**src/rtl/rsa_mont_arbiter.sv**
```systemverilog
// ============================================================================
// Module   : rsa_mont_arbiter
// Purpose  : Shares one RSAMont engine between N_REQ requesters, one job at a
//            time. Round-robin by default; RSA_ARB_FIXED_PRIO_EN selects
//            fixed lowest-index priority.
// Revision : 1.0
// ============================================================================
`default_nettype none

package rsa_mont_pkg;
  typedef struct packed {
    logic [31:0] msg;
    logic [31:0] exponent;
    logic [31:0] modulus;
  } RSAMontModIn;

  typedef struct packed {
    logic [31:0] result;
  } RSAMontModOut;
endpackage

module rsa_mont_arbiter
  import rsa_mont_pkg::*;
#(
  parameter int N_REQ   = 4,
  parameter int GRANT_W = $clog2(N_REQ)
) (
  input  logic                      clk,
  input  logic                      rst_n,
  input  logic [N_REQ-1:0]          i_valid,
  output logic [N_REQ-1:0]          i_ready,
  input  RSAMontModIn [N_REQ-1:0]   i_in,
  output logic [N_REQ-1:0]          o_valid,
  input  logic [N_REQ-1:0]          o_ready,
  output RSAMontModOut              o_out,
  output logic                      eng_i_valid,
  input  logic                      eng_i_ready,
  output RSAMontModIn               eng_i_in,
  input  logic                      eng_o_valid,
  output logic                      eng_o_ready,
  input  RSAMontModOut              eng_o_out,
  output logic                      o_busy,
  output logic [GRANT_W-1:0]        o_grant
);

  typedef enum logic [1:0] {
    ST_IDLE  = 2'd0,
    ST_ISSUE = 2'd1,
    ST_WAIT  = 2'd2
  } state_t;

  localparam logic [GRANT_W-1:0] c_last = GRANT_W'(N_REQ - 1);

  state_t             r_state;
  state_t             w_state_nxt;
  logic [GRANT_W-1:0] r_grant;
  logic [GRANT_W-1:0] w_winner;
  logic               w_res_hs;

  assign w_res_hs = eng_o_valid & eng_o_ready;

`ifdef RSA_ARB_FIXED_PRIO_EN
  // Descending scan so the lowest asserted index is the last write.
  always_comb begin
    w_winner = '0;
    for (int k = N_REQ - 1; k >= 0; k--) begin
      if (i_valid[k]) w_winner = GRANT_W'(k);
    end
  end
`else
  localparam int IW = GRANT_W + 1;

  logic [GRANT_W-1:0] r_ptr;
  logic [IW-1:0]      w_idx;

  // Scan ptr+N-1 down to ptr so the first valid at/after the pointer wins.
  always_comb begin
    w_winner = r_ptr;
    w_idx    = '0;
    for (int k = N_REQ - 1; k >= 0; k--) begin
      w_idx = {1'b0, r_ptr} + IW'(k);
      if (w_idx >= IW'(N_REQ)) w_idx = w_idx - IW'(N_REQ);
      if (i_valid[w_idx[GRANT_W-1:0]]) w_winner = w_idx[GRANT_W-1:0];
    end
  end

  always_ff @(posedge clk) begin
    if (!rst_n) begin
      r_ptr <= '0;
    end else if (w_res_hs) begin
      r_ptr <= (r_grant == c_last) ? '0 : r_grant + 1'b1;
    end
  end
`endif

  always_ff @(posedge clk) begin
    if (!rst_n) begin
      r_state <= ST_IDLE;
      r_grant <= '0;
    end else begin
      r_state <= w_state_nxt;
      if (r_state == ST_IDLE && |i_valid) r_grant <= w_winner;
    end
  end

  always_comb begin
    w_state_nxt = r_state;
    i_ready     = '0;
    o_valid     = '0;
    eng_i_valid = 1'b0;
    eng_o_ready = 1'b0;
    eng_i_in    = i_in[r_grant];
    case (r_state)
      ST_IDLE: begin
        if (|i_valid) w_state_nxt = ST_ISSUE;
      end
      ST_ISSUE: begin
        eng_i_valid      = i_valid[r_grant];
        i_ready[r_grant] = eng_i_ready;
        // A requester withdrawing before acceptance abandons the slot.
        if (eng_i_valid && eng_i_ready) w_state_nxt = ST_WAIT;
        else if (!i_valid[r_grant])     w_state_nxt = ST_IDLE;
      end
      ST_WAIT: begin
        o_valid[r_grant] = eng_o_valid;
        eng_o_ready      = o_ready[r_grant];
        if (w_res_hs) w_state_nxt = ST_IDLE;
      end
      default: w_state_nxt = ST_IDLE;
    endcase
  end

  assign o_out   = eng_o_out;
  assign o_busy  = (r_state != ST_IDLE);
  assign o_grant = r_grant;

endmodule

`default_nettype wire

```
**config.mk**
```make
export PLATFORM = sky130hd
export DESIGN_NAME = rsa_mont_arbiter
export DESIGN_NICKNAME = d
export VERILOG_FILES = /design/src/rtl/rsa_mont_arbiter.sv
export SDC_FILE = /design/constraint.sdc
export NUM_CORES = 1
export LEC_CHECK = 0
export BUFFER_PORTS_ARGS = -buffer_cell sky130_fd_sc_hd__buf_4
export CAP_MARGIN = 25
export CORE_AREA = 2 2 219 221
export CTS_BUF_LIST = sky130_fd_sc_hd__clkbuf_16
export DETAILED_ROUTE_END_ITERATION = 8
export DIE_AREA = 0 0 221 223
export GPL_TIMING_DRIVEN = 0
export HOLD_SLACK_MARGIN = 0.03
export PLACE_DENSITY = 0.37
export SYNTH_ARGS = -nofsm -noshare
export SYNTH_HDL_FRONTEND = slang
export SYNTH_SLANG_ARGS = --single-unit
```
**constraint.sdc**
```tcl
create_clock -name clk -period 2.1 [get_ports clk]
set_input_delay 0.21 -clock clk [delete_from_list [all_inputs] [get_ports clk]]
set_output_delay 0.21 -clock clk [all_outputs]
set_load 0.01 [all_outputs]
```
==> impl_metrics.json <==
{
  "status": "completed",
  "finalPower_w": 0.00269,
  "cp_max_fo": 8,
  "multi_input_area_sq_um": 2510,
  "syn-instance-count": 212,
  "antenna_found_initial": 1,
  "vdd_drop_max_mv": 0.300,
  "drt_pass1_iterations": 4,
  "syn_area_sq_um": 3030,
  "use_met1": 0.0967,
  "final_nets": 1188,
  "clock.fmax_ghz": 0.494,
  "layout_setup_ws_ns": 0.0768,
  "grt-ovfl-total": 0,
  "syn_area_per_cell_sq_um": 14.3,
  "wl_um": 23400,
  "wl_per_cell_um": 17.1,
  "cts.htree.levels": 1,
  "place_inst": 1362,
  "synth_area_leader_cell": "mux4_2",
  "dieWidth_um": 221,
  "setup_tns_ns": 0,
  "yosys_warnings": 0,
  "die_y_um": 223,
  "die_area_sq_um": 49300,
  "tightest_slew_ns": 0.486,
  "ff_latch_area_sq_um": 125,
  "io-pin-count": 569,
  "cts_buffers": 3,
  "syn2layout_area_growth_pct": 166,
  "layout_commonest_cell": "buf_4",
  "fin_worst_skew_ns": 0.00168,
  "cts_tree": "built",
  "core.rowCount": 80,
  "path_class": "register to primary output",
  "yosysSeqAreaShare": 0.0396,
  "stdcell_area_sq_um": 8070,
  "viasPerCell": 3.25,
  "netlist.area_leader.share": 0.727,
  "yosys-top-cells-area": "mux4_2 (73%), buf_4 (9.6%), dfxtp_1 (4.0%)",
  "period_share": 0.963,
  "drv_cap": 0,
  "setup_violations": 0,
  "stdcell_count": 1369,
  "cts_buffer_depth": 2,
  "cts_sinks": 6,
  "layout_min_cycle_time_ns": 2.02,
  "leakagePower_nw": 3.66,
  "drtIter0Drc": 90,
  "place_congestion": 0.782,
  "io_buffers": 535,
  "start_util": 0.0644,
  "rsz0062_at_grt": "no",
  "place.detailed.hpwl_um": 21200,
  "slew_headroom": 0.675,
  "core-area_sq_um": 47100,
  "place_area_sq_um": 7820,
  "layout_common_cells": "buf_4 (571), mux4_2 (98), buf_12 (8), o21ai_0 (7)",
  "cts.clk_slew.worst_paths_ns": 0.03,
  "grt_start_max_net_pins": 11,
  "n_antenna_cell": 0,
  "power_density_nw_per_um2": 333,
  "drc": 0,
  "syn_nets": 644,
  "gr-usage-met3": 0.0212,
  "root_buffer": "clkbuf_16",
  "insertion_delay_ns": 0.23,
  "crit_path_end_kind": "primary output",
  "start_kind": "register",
  "synthDistinctLibCells": 26,
  "pre_cts_ws_ns": -0.548,
  "hp-class": "input pin to register",
  "fillers": 5282,
  "finalMaxSlewViolations": 0,
  "top_usage_layer": "met2",
  "required_ns": 1.89,
  "hold_viol_final": 0,
  "grt_pass1_wl_um": 32100,
  "cp.arrival_ns": 1.81,
  "grt_util_met2": 0.174,
  "grt_use_total": 0.0874,
  "synth_seq_cells": 6,
  "detail-route-antenna-nets": 0,
  "grt_pass1_vias": 4878,
  "dr_total_vias": 4445,
  "drive_above_1_share": 0.926
}
-- repair_timing --
item | 4_1_cts | 5_1_grt
resized for setup | 32 | 5
setup buffers | 3 | 1
endpoints found under the hold margin | 0 | 0
setup endpoints to repair | 105 | 18
hold buffers | 0 | 0
-- cell usage after synthesis --
cell type / number
a211o_1: 1
a21boi_0: 1
a221oi_1: 1
a22o_1: 1
a31oi_1: 1
and2_1: 5
and3_1: 4
and3b_1: 2
buf_1: 4
buf_2: 5
buf_4: 39
buf_6: 3
clkbuf_1: 4
dfxtp_1: 6
ha_1: 4
inv_1: 5
mux4_2: 98
nand2_1: 4
nand3_1: 4
nand3_2: 1
nor2_1: 4
nor2b_1: 4
nor3_1: 2
nor4_1: 1
o21ai_0: 7
or2_2: 1
-- sequential cells by signal (all words and copies together), names as in the netlist --
name / flops
r_ptr: 2
o_grant: 2
r_state: 2
-- logic make-up (layout without fill, tap and decap cells) --
logic type	after synthesis	in the layout	synth area share
muxes	98	98	0.727
AOI/OAI and AO/OA	12	12	0.0247
buffers and inverters	60	602	0.132
DFF	6	6	0.0396
adders and majority gates	4	4	0.0165
and+or+nand+nor	32	32	0.0598
-- layer usage --
metal  wire length, um  up-vias
li1                  -     1994
met1              8540     2139
met2             13000      306
met3              1820        4
met4                65        2
met5                 9        -
-- worst max-delay path, stage by stage, from the launching register on --
cell,delay [ns]
dfxtp_4,0.39
buf_12,0.17
buf_4,0.13
mux4_2,0.56
and2_1,0.19
buf_4,0.14
-- through the flow --
stage / util / hold slack (ns)
final: 0.171 / 0.314
after global routing: 0.171 / 0.342
after CTS: 0.171 / 0.317
after detailed placement: 0.166 / 0.530
after global placement: 0.166 / 0.514
after floorplan: - / 0.392
-- power breakdown --
part	switching, W	total (W)	internal (W)	leakage, nW
Sequential	0.0000123	0.000136	0.000124	0.0501
Combinational	0.000831	0.00225	0.00141	3.57
Clock	0.0000626	0.000307	0.000244	0.0370
-- layout make-up --
class / count / area share
Timing Repair Buffer: 539 / 0.506
Multi-Input combinational cell: 146 / 0.311
Sequential cell: 6 / 0.0155
Clock buffer: 3 / 0.00930
Inverter: 5 / 0.00232
Tap cell: 615 / 0.0953
Buffer: 55 / 0.0600
-- final timing paths --
path	start	end	slack, ns	cells past startpoint
max	o_grant[0]$_SDFFE_PN0P_	eng_o_ready	0.08	5
min	i_valid[1]	o_grant[1]$_SDFFE_PN0P_	0.31	3
max reg2reg	o_grant[0]$_SDFFE_PN0P_	r_ptr[1]$_SDFFE_PN0P_	0.44	6
min reg2reg	r_ptr[0]$_SDFFE_PN0P_	r_ptr[0]$_SDFFE_PN0P_	0.53	2
Power figures use the tool's default switching activity.
